`config.mk`:
```
export PLATFORM = sky130hd
export DESIGN_NAME = pipe_skid_reg
export DESIGN_NICKNAME = d
export VERILOG_FILES = /design/src/rtl/pipe_skid_reg.sv
export SDC_FILE = /design/constraint.sdc
export NUM_CORES = 1
export LEC_CHECK = 0
export BUFFER_PORTS_ARGS = -buffer_cell sky130_fd_sc_hd__clkbuf_2
export CAP_MARGIN = 10
export CORE_UTILIZATION = 53
export DETAILED_ROUTE_END_ITERATION = 16
export GPL_ROUTABILITY_DRIVEN = 0
export PLACE_DENSITY = 0.8
export SLEW_MARGIN = 20
export SYNTH_ARGS = -nofsm -noshare
export SYNTH_HDL_FRONTEND = slang
export SYNTH_SLANG_ARGS = --single-unit
```
`constraint.sdc`:
```
create_clock -name clk -period 1.9 [get_ports clk]
set_input_delay 0.57 -clock clk [delete_from_list [all_inputs] [get_ports clk]]
set_output_delay 0.57 -clock clk [all_outputs]
set_load 0.01 [all_outputs]
```
`src/rtl/pipe_skid_reg.sv`:
```
// Two-entry pipeline register with skid buffer: registered in_ready, full throughput,
// flush to a bubble value, and a saturating backpressure counter. State updates on falling clk.
module pipe_skid_reg #(
   parameter int                   PAYLOAD_W   = 64,
   parameter logic [PAYLOAD_W-1:0] FLUSH_VALUE = '0,
   parameter int                   CNT_W       = 16
) (
   input  logic                 clk,
   input  logic                 reset,
   input  logic                 flush,
   input  logic                 in_valid,
   input  logic [PAYLOAD_W-1:0] in_data,
   output logic                 in_ready,
   output logic                 out_valid,
   output logic [PAYLOAD_W-1:0] out_data,
   input  logic                 out_ready,
   output logic [CNT_W-1:0]     stall_cnt
);

   localparam logic [1:0] EMPTY = 2'd0;
   localparam logic [1:0] ONE   = 2'd1;
   localparam logic [1:0] FULL  = 2'd2;

   logic [1:0]           state;
   logic [PAYLOAD_W-1:0] main_q;
   logic [PAYLOAD_W-1:0] skid_q;
   logic                 accept;
   logic                 deliver;

   // Outputs decode straight from the state register, so in_ready has no path from inputs.
   assign out_valid = (state != EMPTY);
   assign in_ready  = (state != FULL);
   assign out_data  = main_q;

   assign accept  = in_valid && in_ready;
   assign deliver = out_valid && out_ready;

   // NOTE: non-blocking assignments keep every register sampling pre-edge values.
   always_ff @(negedge clk) begin
      if (reset) begin
         state     <= EMPTY;
         main_q    <= FLUSH_VALUE;
         skid_q    <= FLUSH_VALUE;
         stall_cnt <= '0;
      end else begin
         // Counter survives flush: it measures downstream backpressure, not pipeline contents.
         if (out_valid && !out_ready && (stall_cnt != '1))
            stall_cnt <= stall_cnt + 1'b1;

         if (flush) begin
            state  <= EMPTY;
            main_q <= FLUSH_VALUE;
            skid_q <= FLUSH_VALUE;
         end else begin
            case (state)
               EMPTY: begin
                  if (accept) begin
                     state  <= ONE;
                     main_q <= in_data;
                  end
               end
               ONE: begin
                  if (accept && deliver) begin
                     main_q <= in_data;
                  end else if (accept) begin
                     state  <= FULL;
                     skid_q <= in_data;
                  end else if (deliver) begin
                     state <= EMPTY;
                  end
               end
               FULL: begin
                  if (deliver) begin
                     state  <= ONE;
                     main_q <= skid_q;
                  end
               end
               default: state <= EMPTY;
            endcase
         end
      end
   end

endmodule

```
==> impl_metrics.ini, run 1 <==
[placement]
io_buffers = 150
hpwl_mm = 9.671
placed_cell_area_mm2 = 0.007450

[die]
die_x_um = 108.3
rows = 38
io_pins = 151
floorplan.initialDensity = 0.5471
die_h_um = 108.3

[logic_synthesis]
ys_types = 43
ys_ff_latch = 146
synth_edf_count = 0
synth_area_per_cell_um2 = 8.825
synthTopCellsByArea = dfxtp_1 (49%), mux2i_1 (11%), a211oi_1 (8.4%)
synth_top_area_share = 0.4885
yosys.area_share.simple = 0.1782
yosys.area_share.adder = 0.002091
synth_mux_area_frac = 0.1159
synthCells = 678
yosysTopAreaCell = dfxtp_1
async_flop_share = 0
ys.flop_type = dfxtp_1
yosysWarnings = 0
synth_top_family_by_area = simple AND/OR/NAND/NOR gates
synth_nets = 748
syn_area_mm2 = 0.005983
synth_xor_area_frac = 0.001464
synth_compound_area_frac = 0.1656
yosysSeqAreaShare = 0.4885

[clock_network]
cts.sinks = 146
cts_buffers = 17
ctsHoldBuffers = 0
cts_root_buf = clkbuf_16
htree_num_levels = 4
cts_resized = 468
post_cts_buffers = 56
ctsLongestPathBuffers = 2

[outcome]
stop_stage = clock tree synthesis
stop_error = [ERROR DPL-0038] Utilization greater than 100%, impossible to legalize
status = did not finish
through the flow:
stage | hold WS, ns | setup TNS [ns] | utilization | setup WS (ns) | std cells
3_5_place_dp | 0.4456 | -118.39 | 0.6812 | -0.8931 | 999
3_3_place_gp | 0.4399 | -110.82 | 0.6812 | -0.8014 | 999
2_1_floorplan | 0.4330 | -96.70 | - | -0.8039 | 678
cell usage after synthesis, drive strengths merged, types with 3 or more instances:
library cell and n:
dfxtp 146, nand2 133, a21oi 74, nor2 73, a211oi 67, mux2i 67
buf 35, clkbuf 22, nand4 6, nand3 5, nor3 5, o31ai 5
or4 5, inv 4, nor2b 3, nor4 3
cell families after synthesis:
| kind of cell | after synthesis |
|---|---|
| AO/OA/AOI/OAI | 154 |
| XOR/XNOR | 1 |
| adder cells (fa/ha/maj) | 1 |
| buffers and inverters | 61 |
| flip-flops | 146 |
| multiplexers | 69 |
| AND/OR/NAND/NOR | 246 |
==> run 2, diff against run 1 <==
- CORE_UTILIZATION: 53 -> 40
- PLACE_DENSITY: 0.8 -> unset
- PLACE_DENSITY_LB_ADDON: unset -> 0.15
==> impl_metrics.ini, run 2 <==
[timing]
timing.final.ws_setup_ns = -0.7905
hold_viol = 0
rsz0062_at_grt = yes
setup-violations-final = 227
slew_viol_final = 0
skew_ns = 0.03306
worst_slew_pin_slew_ns = 0.6149
holdWs_ns = 0.4716
max_slew_margin = 0.5878

[routing]
wl_met3_mm = 1.797
met1_length_mm = 10.35
ant_nets = 0
top_layer = met4
wl_met2_mm = 14.72
drc_errors = 0
avgRoutedWirePerCell_um = 21.04
vias = 7306
dr.pass1.iters = 5
drtIter0Drc = 412
routed_via_density = 5.552
drt-total-wl_mm = 27.69

[final_layout]
area_growth_pct = 110.2
seq_area_mm2 = 0.003068
multi_input_area_mm2 = 0.004544
layout_common_cells = inv_1 (149), buf_4 (113), buf_6 (93)
final_common_cell = inv_1
diodes = 0
fin_area_mm2 = 0.01258
layout-drive-gt1-share = 0.6705
nets = 1189
fillerInstances = 679

[worst_setup_path]
crit_path_start_kind = register
critPathMaxFanout = 4
crit_arrival_ns = 2.12
end_kind = output pin
ff2ff_path_depth = 6
crit_type = register to output pin
cp.required_ns = 1.33

[pwr]
p_comb_frac = 0.154
switching_share = 0.3267
seqPwrFrac = 0.325
irDropWorstVdd_mv = 0.6783
power.leakage_nw = 5.880
clkPwrFrac = 0.520
p_int_mw = 6.738
power.switching_mw = 3.269
p_per_area_mw_per_mm2 = 795.6

[clock_network]
ctsLongestPathBuffers = 2
ctsHoldBuffers = 0
cts.sinks = 146
clk_latency_ns = 0.48
htree_num_levels = 4
cts_tree = done
clkTransAtPathRegs_ns = 0.03
cts_buffers = 17
cts_root_buf = clkbuf_16

[die]
dieArea_mm2 = 0.01545
io_pins = 151
floorplan.initialDensity = 0.4101
die_x_um = 124.3
core_area_mm2 = 0.01459
die_h_um = 124.3
rows = 44

[logic_synthesis]
synth.most_common_cell = dfxtp_1
synthCells = 678
ys_types = 43
ys_ff_latch = 146
synth_area_per_cell_um2 = 8.825
ys.flop_type = dfxtp_1
yosysSeqAreaShare = 0.4885
syn_area_mm2 = 0.005983
async_flop_share = 0
synthTopCellsByCount = dfxtp_1 (146), nand2_1 (133), a21oi_1 (74), nor2_1 (73)
synthTopCellsByArea = dfxtp_1 (49%), mux2i_1 (11%), a211oi_1 (8.4%)
synth_edf_count = 0
synth_top_area_share = 0.4885
synth_nets = 748
yosysTopAreaCell = dfxtp_1
yosysWarnings = 0

[grt]
track_usage = 0.3200
grt_max_degree = 58
antenna_found_initial = 0
grt_pass1_wl_mm = 38.84
overflow = 0
grt_pass1_vias = 7687

[placement]
io_buffers = 150
hpwl_mm = 9.928
placed_cell_area_mm2 = 0.007495

[min_path]
hold_path.class = register to register
hold_depth = 2

[flow_run]
cap_violations = 0

[outcome]
violations = setup timing
status = finished, violations left
==> run 2: cell counts after synthesis <==
No cell type changed its count.
==> run 2: power groups by stage <==
stage | Clock (mW) | Sequential [mW] | Combinational (mW)
finish | 5.21 | 3.25 | 1.55
global route | 5.68 | 3.25 | 1.61
floorplan | 0.467 | 3.29 | 0.355
detailed placement | 0.467 | 3.26 | 0.679
CTS | 5.08 | 3.25 | 1.34
global placement | 0.467 | 3.26 | 0.665
==> run 2: cells by family (layout without fill, tap and decap cells) <==
| group | count (synthesis) | count (layout) | share of synthesized area |
|---|---|---|---|
| AO/OA/AOI/OAI | 154 | 154 | 0.1656 |
| XOR/XNOR | 1 | 1 | 0.001464 |
| adder cells (fa/ha/maj) | 1 | 1 | 0.002091 |
| buffers and inverters | 61 | 514 | 0.04831 |
| flip-flops | 146 | 146 | 0.4885 |
| multiplexers | 69 | 69 | 0.1159 |
| AND/OR/NAND/NOR | 246 | 247 | 0.1782 |
==> run 2: layout make-up <==
class,count,area share
multi-input combinational,472,0.3613
timing repair buffer,333,0.2801
sequential,146,0.2439
clock inverter,161,0.06167
clock buffer,17,0.03382
tap,184,0.01830
inverter,3,0.0008953
==> run 2: layer usage <==
layer,vias to the layer above,global-route usage
met5,-,0
met4,0,0.1814
met3,79,0.1108
met2,358,0.5307
met1,3592,0.3558
li1,3277,-
==> run 2: per-stage QoR <==
step           utilization  instances  worst slack [ns]  power (mW)  setup TNS, ns
6_report            0.8622       1316           -0.7905       10.01         -87.00
5_1_grt             0.8622       1316           -0.8252       10.54         -92.68
4_1_cts             0.7975       1297           -0.7892       9.678         -88.69
3_5_place_dp        0.5137       1040           -0.8584       4.407        -118.79
3_3_place_gp        0.5137       1040           -0.8526       4.389        -110.25
2_1_floorplan            -        678           -0.8039       4.112         -96.70
==> run 2: critical path, cell delays in order, from the launching register on <==
cell	delay [ns]
dfxtp_4	0.34
or2_4	0.25
buf_8	0.12
==> run 2: path summary, 6_finish.rpt <==
kind	startpoint	slack, ns	end
setup / recovery	state[0]	-0.79	out_valid
hold / removal	skid_q[15]	0.47	skid_q[15]
setup reg to reg	stall_cnt[8]	-0.20	stall_cnt[6]
hold reg to reg	skid_q[15]	0.47	skid_q[15]
==> run 2: what timing repair did <==
| item | CTS | global route |
|---|---|---|
| endpoints found under the setup margin | 226 | 227 |
| setup buffers | 48 | 36 |
| pin swaps | 173 | 59 |
| gates resized for setup | 450 | 309 |
| gates cloned | 34 | 1 |
Power figures use the tool's default switching activity.
